===== src/rtl/char_console_if.sv =====
// Byte-stream input and character-RAM port of the text console writer.
// The console itself uses the slave view; whatever feeds bytes and hosts
// the RAM uses the master view.
interface char_console_if;
   logic        in_valid;
   logic [7:0]  in_data;
   logic [7:0]  in_attr;
   logic        in_ready;
   logic [1:0]  ram_we;
   logic [7:0]  ram_addr;
   logic [15:0] ram_data;
   logic [15:0] ram_q;

   modport slave (
      input  in_valid, in_data, in_attr, ram_q,
      output in_ready, ram_we, ram_addr, ram_data
   );

   modport master (
      output in_valid, in_data, in_attr, ram_q,
      input  in_ready, ram_we, ram_addr, ram_data
   );
endinterface


===== src/rtl/char_console.sv =====
// Text-console writer for the tilemap character RAM.
// Interprets printable ASCII plus LF/CR/BS/FF, keeps a cursor, and performs
// clear-screen and hardware scroll by read-modify-write over one RAM port.
// RAM word address is {row, col} (fixed stride of 16 words per row).
module char_console #(
   parameter int COLS = 12,
   parameter int ROWS = 8
) (
   input  logic                clk,
   input  logic                rst_n,
   char_console_if.slave       bus,
   output logic                busy,
   output logic [3:0]          cursor_col,
   output logic [3:0]          cursor_row
);

   typedef enum logic [2:0] {IDLE, PUT, CLR, SCR_RD, SCR_WR, SCR_CLR} state_t;

   localparam logic [3:0] LAST_COL = 4'(COLS - 1);
   localparam logic [3:0] LAST_ROW = 4'(ROWS - 1);
   // Last destination row of the copy phase of a scroll.
   localparam logic [3:0] LAST_DST = 4'(ROWS - 2);

   localparam logic [7:0] CH_BS    = 8'h08;
   localparam logic [7:0] CH_LF    = 8'h0A;
   localparam logic [7:0] CH_FF    = 8'h0C;
   localparam logic [7:0] CH_CR    = 8'h0D;
   localparam logic [7:0] CH_SPACE = 8'h20;

   state_t      state_q,    state_d;
   logic [3:0]  col_q,      col_d;
   logic [3:0]  row_q,      row_d;
   logic [3:0]  scan_col_q, scan_col_d;   // cell addressed by CLR / scroll
   logic [3:0]  scan_row_q, scan_row_d;
   logic [7:0]  attr_q,     attr_d;       // attribute latched with the byte
   logic [1:0]  we_q,       we_d;
   logic [7:0]  addr_q,     addr_d;
   logic [15:0] data_q,     data_d;

   logic        printable;
   logic [3:0]  nxt_col;
   logic [3:0]  nxt_row;

   assign printable = (bus.in_data >= 8'h20) && (bus.in_data <= 8'h7E);

   // Row-major successor of the scan cell (only used when one exists).
   assign nxt_col = (scan_col_q == LAST_COL) ? 4'd0 : scan_col_q + 4'd1;
   assign nxt_row = (scan_col_q == LAST_COL) ? scan_row_q + 4'd1 : scan_row_q;

   // Next-state, cursor and RAM-port decode. The RAM registers are loaded
   // with the access belonging to the state being entered, so each state
   // owns the port during its own cycle.
   always_comb begin
      // NOTE: every variable gets a default before the case so no path
      // leaves one unassigned and no latch is inferred.
      state_d    = state_q;
      col_d      = col_q;
      row_d      = row_q;
      scan_col_d = scan_col_q;
      scan_row_d = scan_row_q;
      attr_d     = attr_q;
      we_d       = 2'b00;
      addr_d     = addr_q;
      data_d     = data_q;

      case (state_q)
         IDLE: begin
            if (bus.in_valid) begin
               attr_d = bus.in_attr;
               if (printable) begin
                  state_d = PUT;
                  we_d    = 2'b11;
                  addr_d  = {row_q, col_q};
                  data_d  = {bus.in_attr, bus.in_data};
               end else begin
                  case (bus.in_data)
                     CH_LF: begin
                        col_d = 4'd0;
                        if (row_q == LAST_ROW) begin
                           state_d    = SCR_RD;
                           scan_row_d = 4'd0;
                           scan_col_d = 4'd0;
                           addr_d     = {4'd1, 4'd0};
                        end else begin
                           row_d = row_q + 4'd1;
                        end
                     end
                     CH_CR: col_d = 4'd0;
                     CH_BS: if (col_q != 4'd0) col_d = col_q - 4'd1;
                     CH_FF: begin
                        state_d    = CLR;
                        col_d      = 4'd0;
                        row_d      = 4'd0;
                        scan_row_d = 4'd0;
                        scan_col_d = 4'd0;
                        we_d       = 2'b11;
                        addr_d     = 8'h00;
                        data_d     = {bus.in_attr, CH_SPACE};
                     end
                     default: ;
                  endcase
               end
            end
         end

         PUT: begin
            if (col_q == LAST_COL) begin
               col_d = 4'd0;
               if (row_q == LAST_ROW) begin
                  state_d    = SCR_RD;
                  scan_row_d = 4'd0;
                  scan_col_d = 4'd0;
                  addr_d     = {4'd1, 4'd0};
               end else begin
                  row_d   = row_q + 4'd1;
                  state_d = IDLE;
               end
            end else begin
               col_d   = col_q + 4'd1;
               state_d = IDLE;
            end
         end

         CLR: begin
            if (scan_row_q == LAST_ROW && scan_col_q == LAST_COL) begin
               state_d = IDLE;
            end else begin
               scan_row_d = nxt_row;
               scan_col_d = nxt_col;
               we_d       = 2'b11;
               addr_d     = {nxt_row, nxt_col};
               data_d     = {attr_q, CH_SPACE};
            end
         end

         SCR_RD: begin
            state_d = SCR_WR;
            we_d    = 2'b11;
            addr_d  = {scan_row_q, scan_col_q};
         end

         SCR_WR: begin
            if (scan_row_q == LAST_DST && scan_col_q == LAST_COL) begin
               state_d    = SCR_CLR;
               scan_row_d = LAST_ROW;
               scan_col_d = 4'd0;
               we_d       = 2'b11;
               addr_d     = {LAST_ROW, 4'd0};
               data_d     = {attr_q, CH_SPACE};
            end else begin
               state_d    = SCR_RD;
               scan_row_d = nxt_row;
               scan_col_d = nxt_col;
               addr_d     = {nxt_row + 4'd1, nxt_col};
            end
         end

         SCR_CLR: begin
            if (scan_col_q == LAST_COL) begin
               state_d = IDLE;
            end else begin
               scan_col_d = scan_col_q + 4'd1;
               we_d       = 2'b11;
               addr_d     = {LAST_ROW, scan_col_q + 4'd1};
               data_d     = {attr_q, CH_SPACE};
            end
         end

         default: state_d = IDLE;
      endcase
   end

   // State, cursor and registered RAM port.
   always_ff @(posedge clk or negedge rst_n) begin
      if (!rst_n) begin
         state_q    <= IDLE;
         col_q      <= 4'd0;
         row_q      <= 4'd0;
         scan_col_q <= 4'd0;
         scan_row_q <= 4'd0;
         attr_q     <= 8'h00;
         we_q       <= 2'b00;
         addr_q     <= 8'h00;
         data_q     <= 16'h0000;
      end else begin
         // NOTE: non-blocking assignments so every register samples the
         // pre-edge values regardless of statement order.
         state_q    <= state_d;
         col_q      <= col_d;
         row_q      <= row_d;
         scan_col_q <= scan_col_d;
         scan_row_q <= scan_row_d;
         attr_q     <= attr_d;
         we_q       <= we_d;
         addr_q     <= addr_d;
         data_q     <= data_d;
      end
   end

   assign bus.in_ready = (state_q == IDLE);
   assign bus.ram_we   = we_q;
   assign bus.ram_addr = addr_q;
   // The scroll copy word arrives on ram_q in the SCR_WR cycle itself (read
   // address issued in SCR_RD, one-cycle RAM latency), so it is forwarded
   // straight to the write port instead of costing an extra cycle per cell.
   assign bus.ram_data = (state_q == SCR_WR) ? bus.ram_q : data_q;

   assign busy       = (state_q == CLR) || (state_q == SCR_RD) ||
                       (state_q == SCR_WR) || (state_q == SCR_CLR);
   assign cursor_col = col_q;
   assign cursor_row = row_q;

endmodule


===== src/flat_wrapper.sv =====
// flat-port wrapper written by rule: the top's interface ports become plain ports
module char_console_flat 
#(
   parameter int COLS = 12,
   parameter int ROWS = 8
)
  (clk, rst_n, busy, cursor_col, cursor_row, bus_in_valid, bus_in_data, bus_in_attr, bus_ram_q, bus_in_ready, bus_ram_we, bus_ram_addr, bus_ram_data);
  char_console_if bus_i ();
  input  logic clk;
  input  logic rst_n;
  output logic busy;
  output logic [3:0] cursor_col;
  output logic [3:0] cursor_row;
  input wire logic [$bits(bus_i.in_valid)-1:0] bus_in_valid;
  input wire logic [$bits(bus_i.in_data)-1:0] bus_in_data;
  input wire logic [$bits(bus_i.in_attr)-1:0] bus_in_attr;
  input wire logic [$bits(bus_i.ram_q)-1:0] bus_ram_q;
  output wire logic [$bits(bus_i.in_ready)-1:0] bus_in_ready;
  output wire logic [$bits(bus_i.ram_we)-1:0] bus_ram_we;
  output wire logic [$bits(bus_i.ram_addr)-1:0] bus_ram_addr;
  output wire logic [$bits(bus_i.ram_data)-1:0] bus_ram_data;
  assign bus_i.in_valid = bus_in_valid;
  assign bus_i.in_data = bus_in_data;
  assign bus_i.in_attr = bus_in_attr;
  assign bus_i.ram_q = bus_ram_q;
  assign bus_in_ready = bus_i.in_ready;
  assign bus_ram_we = bus_i.ram_we;
  assign bus_ram_addr = bus_i.ram_addr;
  assign bus_ram_data = bus_i.ram_data;
  char_console #(.COLS(COLS), .ROWS(ROWS)) u_core (.clk(clk), .rst_n(rst_n), .bus(bus_i), .busy(busy), .cursor_col(cursor_col), .cursor_row(cursor_row));
endmodule

===== config.mk =====
export PLATFORM = sky130hd
export DESIGN_NAME = char_console_flat
export DESIGN_NICKNAME = d
export VERILOG_FILES = /design/src/rtl/char_console_if.sv /design/src/rtl/char_console.sv /design/src/flat_wrapper.sv
export SDC_FILE = /design/constraint.sdc
export NUM_CORES = 1
export LEC_CHECK = 0
export CORE_ASPECT_RATIO = 1.75
export CORE_UTILIZATION = 40
export CTS_CLUSTER_SIZE = 20
export DETAILED_ROUTE_END_ITERATION = 10
export PLACE_DENSITY = 0.75
export SYNTH_ARGS = -nofsm -noshare
export SYNTH_HDL_FRONTEND = slang
export SYNTH_SLANG_ARGS = --single-unit
export TNS_END_PERCENT = 50

===== constraint.sdc =====
create_clock -name clk -period 5.45 [get_ports clk]
set_input_delay 0.8175 -clock clk [delete_from_list [all_inputs] [get_ports clk]]
set_output_delay 0.8175 -clock clk [all_outputs]
set_load 0.05 [all_outputs]

==> metrics <==
status=complete, no violations; Antenna Violating Nets Remaining=0; Antenna diodes=0; Cells after DPL=601; average cell area after synthesis=8.26 um^2; Area after DPL=4380 um^2; Die H=127 um; Max Slew Vio Count=0; RSZ-0062 raised after global routing=false; area of the multi-input gates=2110 um^2; setup TNS=0 ns; Max-Cap Viols=0; Finished Core Util=0.525; Post-synth EDFFs=0; die width=73.5 um; R2R Setup Slk=2.46 ns; Ys Warns=0; drc violations=0; CTS tree=yes; core area=8670 um^2; Clock Sinks=52; commonest non-fill, non-tap cells in the layout=69 x clkdlybuf4s50_1, 59 x nand2_1, 52 x dfrtp_1, 39 x nor2_1, 36 x o21ai_0; Post-CTS Setup Repair Bufs=0; clock skew=0.00715 ns; post-synth cell types=68; Slew @ Worst Pin=0.866 ns; global-route wire length before repair=17600 um; CTS clk-pin slew, worst paths=0.07 ns; DR pass1 iterations=4; Reg area=1300 um^2; clk_lat worst skew=0.30 ns; layout cell share with drive strength beyond 1=0.0833; maximum clock rate=0.268 GHz; Setup CP Type=register to primary output; Pleak=1.89 nW; Std-Cell Rows=45; final hold violation count=0; top cell type's share of synthesized area=0.364; Critical Path RT=4.63 ns; most common cell after layout, fill and taps aside=clkdlybuf4s50_1; Tmin final=3.73 ns; root buf cell=clkbuf_16; number of global-route vias before repair=3582; period utilisation layout=0.685; H-tree Lvls=2; crit path max fanout=17; post-DP HPWL=8360 um; WHS=0.518 ns; Overflow after GRT=0; cts hold-fix bufs=0; predominant post-synthesis flop cell=dfrtp_1; # setup viols final=0; Final #Nets=534; vias per cell=5.84; sequential area share after synthesis=0.364; post-CTS sizing=0; Fillers=871; final RePlAce weighted congestion=0.950; Num CTS Buffers=5; # IOs=71; Max rail drop VDD=0.000472 V; flip-flop and latch count after synthesis=52; initial antenna violation count=0; WL/cell=17.8 um; critical path arrival=2.92 ns; Worst Setup Start Kind=register; Mapped Area=3580 um^2; Syn Nets=476; via count=3555; final cell count without fillers=609; Die Area=9340 um^2; Clock Path Buffers=2; Starting Density=0.413; Detailed Route WL=10900 um; DRT iter0 DRCs=230; Port-buffer cells=70; Synth area leaders=dfrtp_1 36%, nand2_1 6.2%, o21ai_0 5.0%, nor2_1 4.1%, a21oi_1 3.5%; worst min path class=register to register; Power Dens Cells=711 nW/um^2; post-route cell area=4550 um^2; largest net degree at the start of global routing=53; cell type with the largest total area after synthesis=dfrtp_1; P&R area growth vs syn=27.1%; Global Route Usage Sum=0.245; Slew HR=0.422; CP endpoint kind=primary output; Post-synth ARST share=1.00; Mapped Cells=433
## per-layer routing
layer,up-vias,part of all wire,track usage
li1,1676,-,-
met3,44,0.039,0.0276
met2,122,0.55,0.454
met1,1713,0.35,0.253
met4,0,0.057,0.145
met5,-,0,0
## state kept, by name, summed over array words and instances, names as in the netlist
| name | flops |
|---|---|
| u_core.cursor_col | 4 |
| u_core.attr_q | 8 |
| u_core.data_q | 16 |
| u_core.state_q | 3 |
| u_core.cursor_row | 4 |
| u_core.scan_col_q | 4 |
| u_core.scan_row_q | 4 |
| u_core.bus.ram_addr | 8 |
| u_core.bus.ram_we | 1 |
## where the power goes
group	switching, W	internal (W)
clock network	0.000150	0.000216
registers	0.000188	0.000571
logic	0.00132	0.000784
total	0.00166	0.00157
## kinds of logic after synthesis
kind of cell	Yosys count	share of synthesized area
buffers and inverters	45	0.0493
adders and majority gates	8	0.0280
and+or+nand+nor	166	0.230
xor gates and xnor gates	9	0.0220
DFF	52	0.364
AOI/OAI and AO/OA	133	0.247
muxes	20	0.0595
## cell usage after synthesis, drive strengths merged (8+ instances only)
cell type and n:
a21oi 25, nand3 17, dfrtp 52, mux2 10
a211oi 8, nand2 59, clkbuf 20, a21o 9
mux2i 10, inv 18, o21ai 37, ha 8
nor2 41
## final timing paths
| kind | start | to | cells after the start |
|---|---|---|---|
| min in group asynchronous | rst_n | u_core.attr_q[4] | 2 |
| worst max-delay path | u_core.state_q[2] | bus_ram_data[8] | 5 |
| worst min register to register | u_core.attr_q[1] | u_core.attr_q[1] | 1 |
| max in group asynchronous | rst_n | u_core.scan_row_q[0] | 2 |
| worst min-delay path | u_core.attr_q[1] | u_core.attr_q[1] | 1 |
| worst max register to register | u_core.scan_col_q[0] | u_core.bus.ram_addr[0] | 7 |
## final cells by class
type | count | share of cell area
clock buffers | 5 | 0.0275
clock inverters | 3 | 0.00935
inverters | 18 | 0.0149
multi-input cells | 336 | 0.464
flip-flops and latches | 52 | 0.286
well taps | 117 | 0.0322
repair buffers | 78 | 0.166
## metrics by stage
| stage | power (W) | setup WS [ns] |
|---|---|---|
| after floorplan | 0.00223 | 2.65 |
| after global placement | 0.00282 | 1.77 |
| after detailed placement | 0.00286 | 1.71 |
| after CTS | 0.00324 | 1.74 |
| after global routing | 0.00343 | 1.59 |
| final | 0.00323 | 1.72 |
## worst max-delay path: stages (launching register included)
cell and delay (ns):
dfrtp_1 0.63, nor2b_1 0.51, nand2_1 0.50, nand2_1 0.20
nand2_1 0.08, clkdlybuf4s50_1 0.70
No activity file was read; power rests on OpenSTA's default activity.
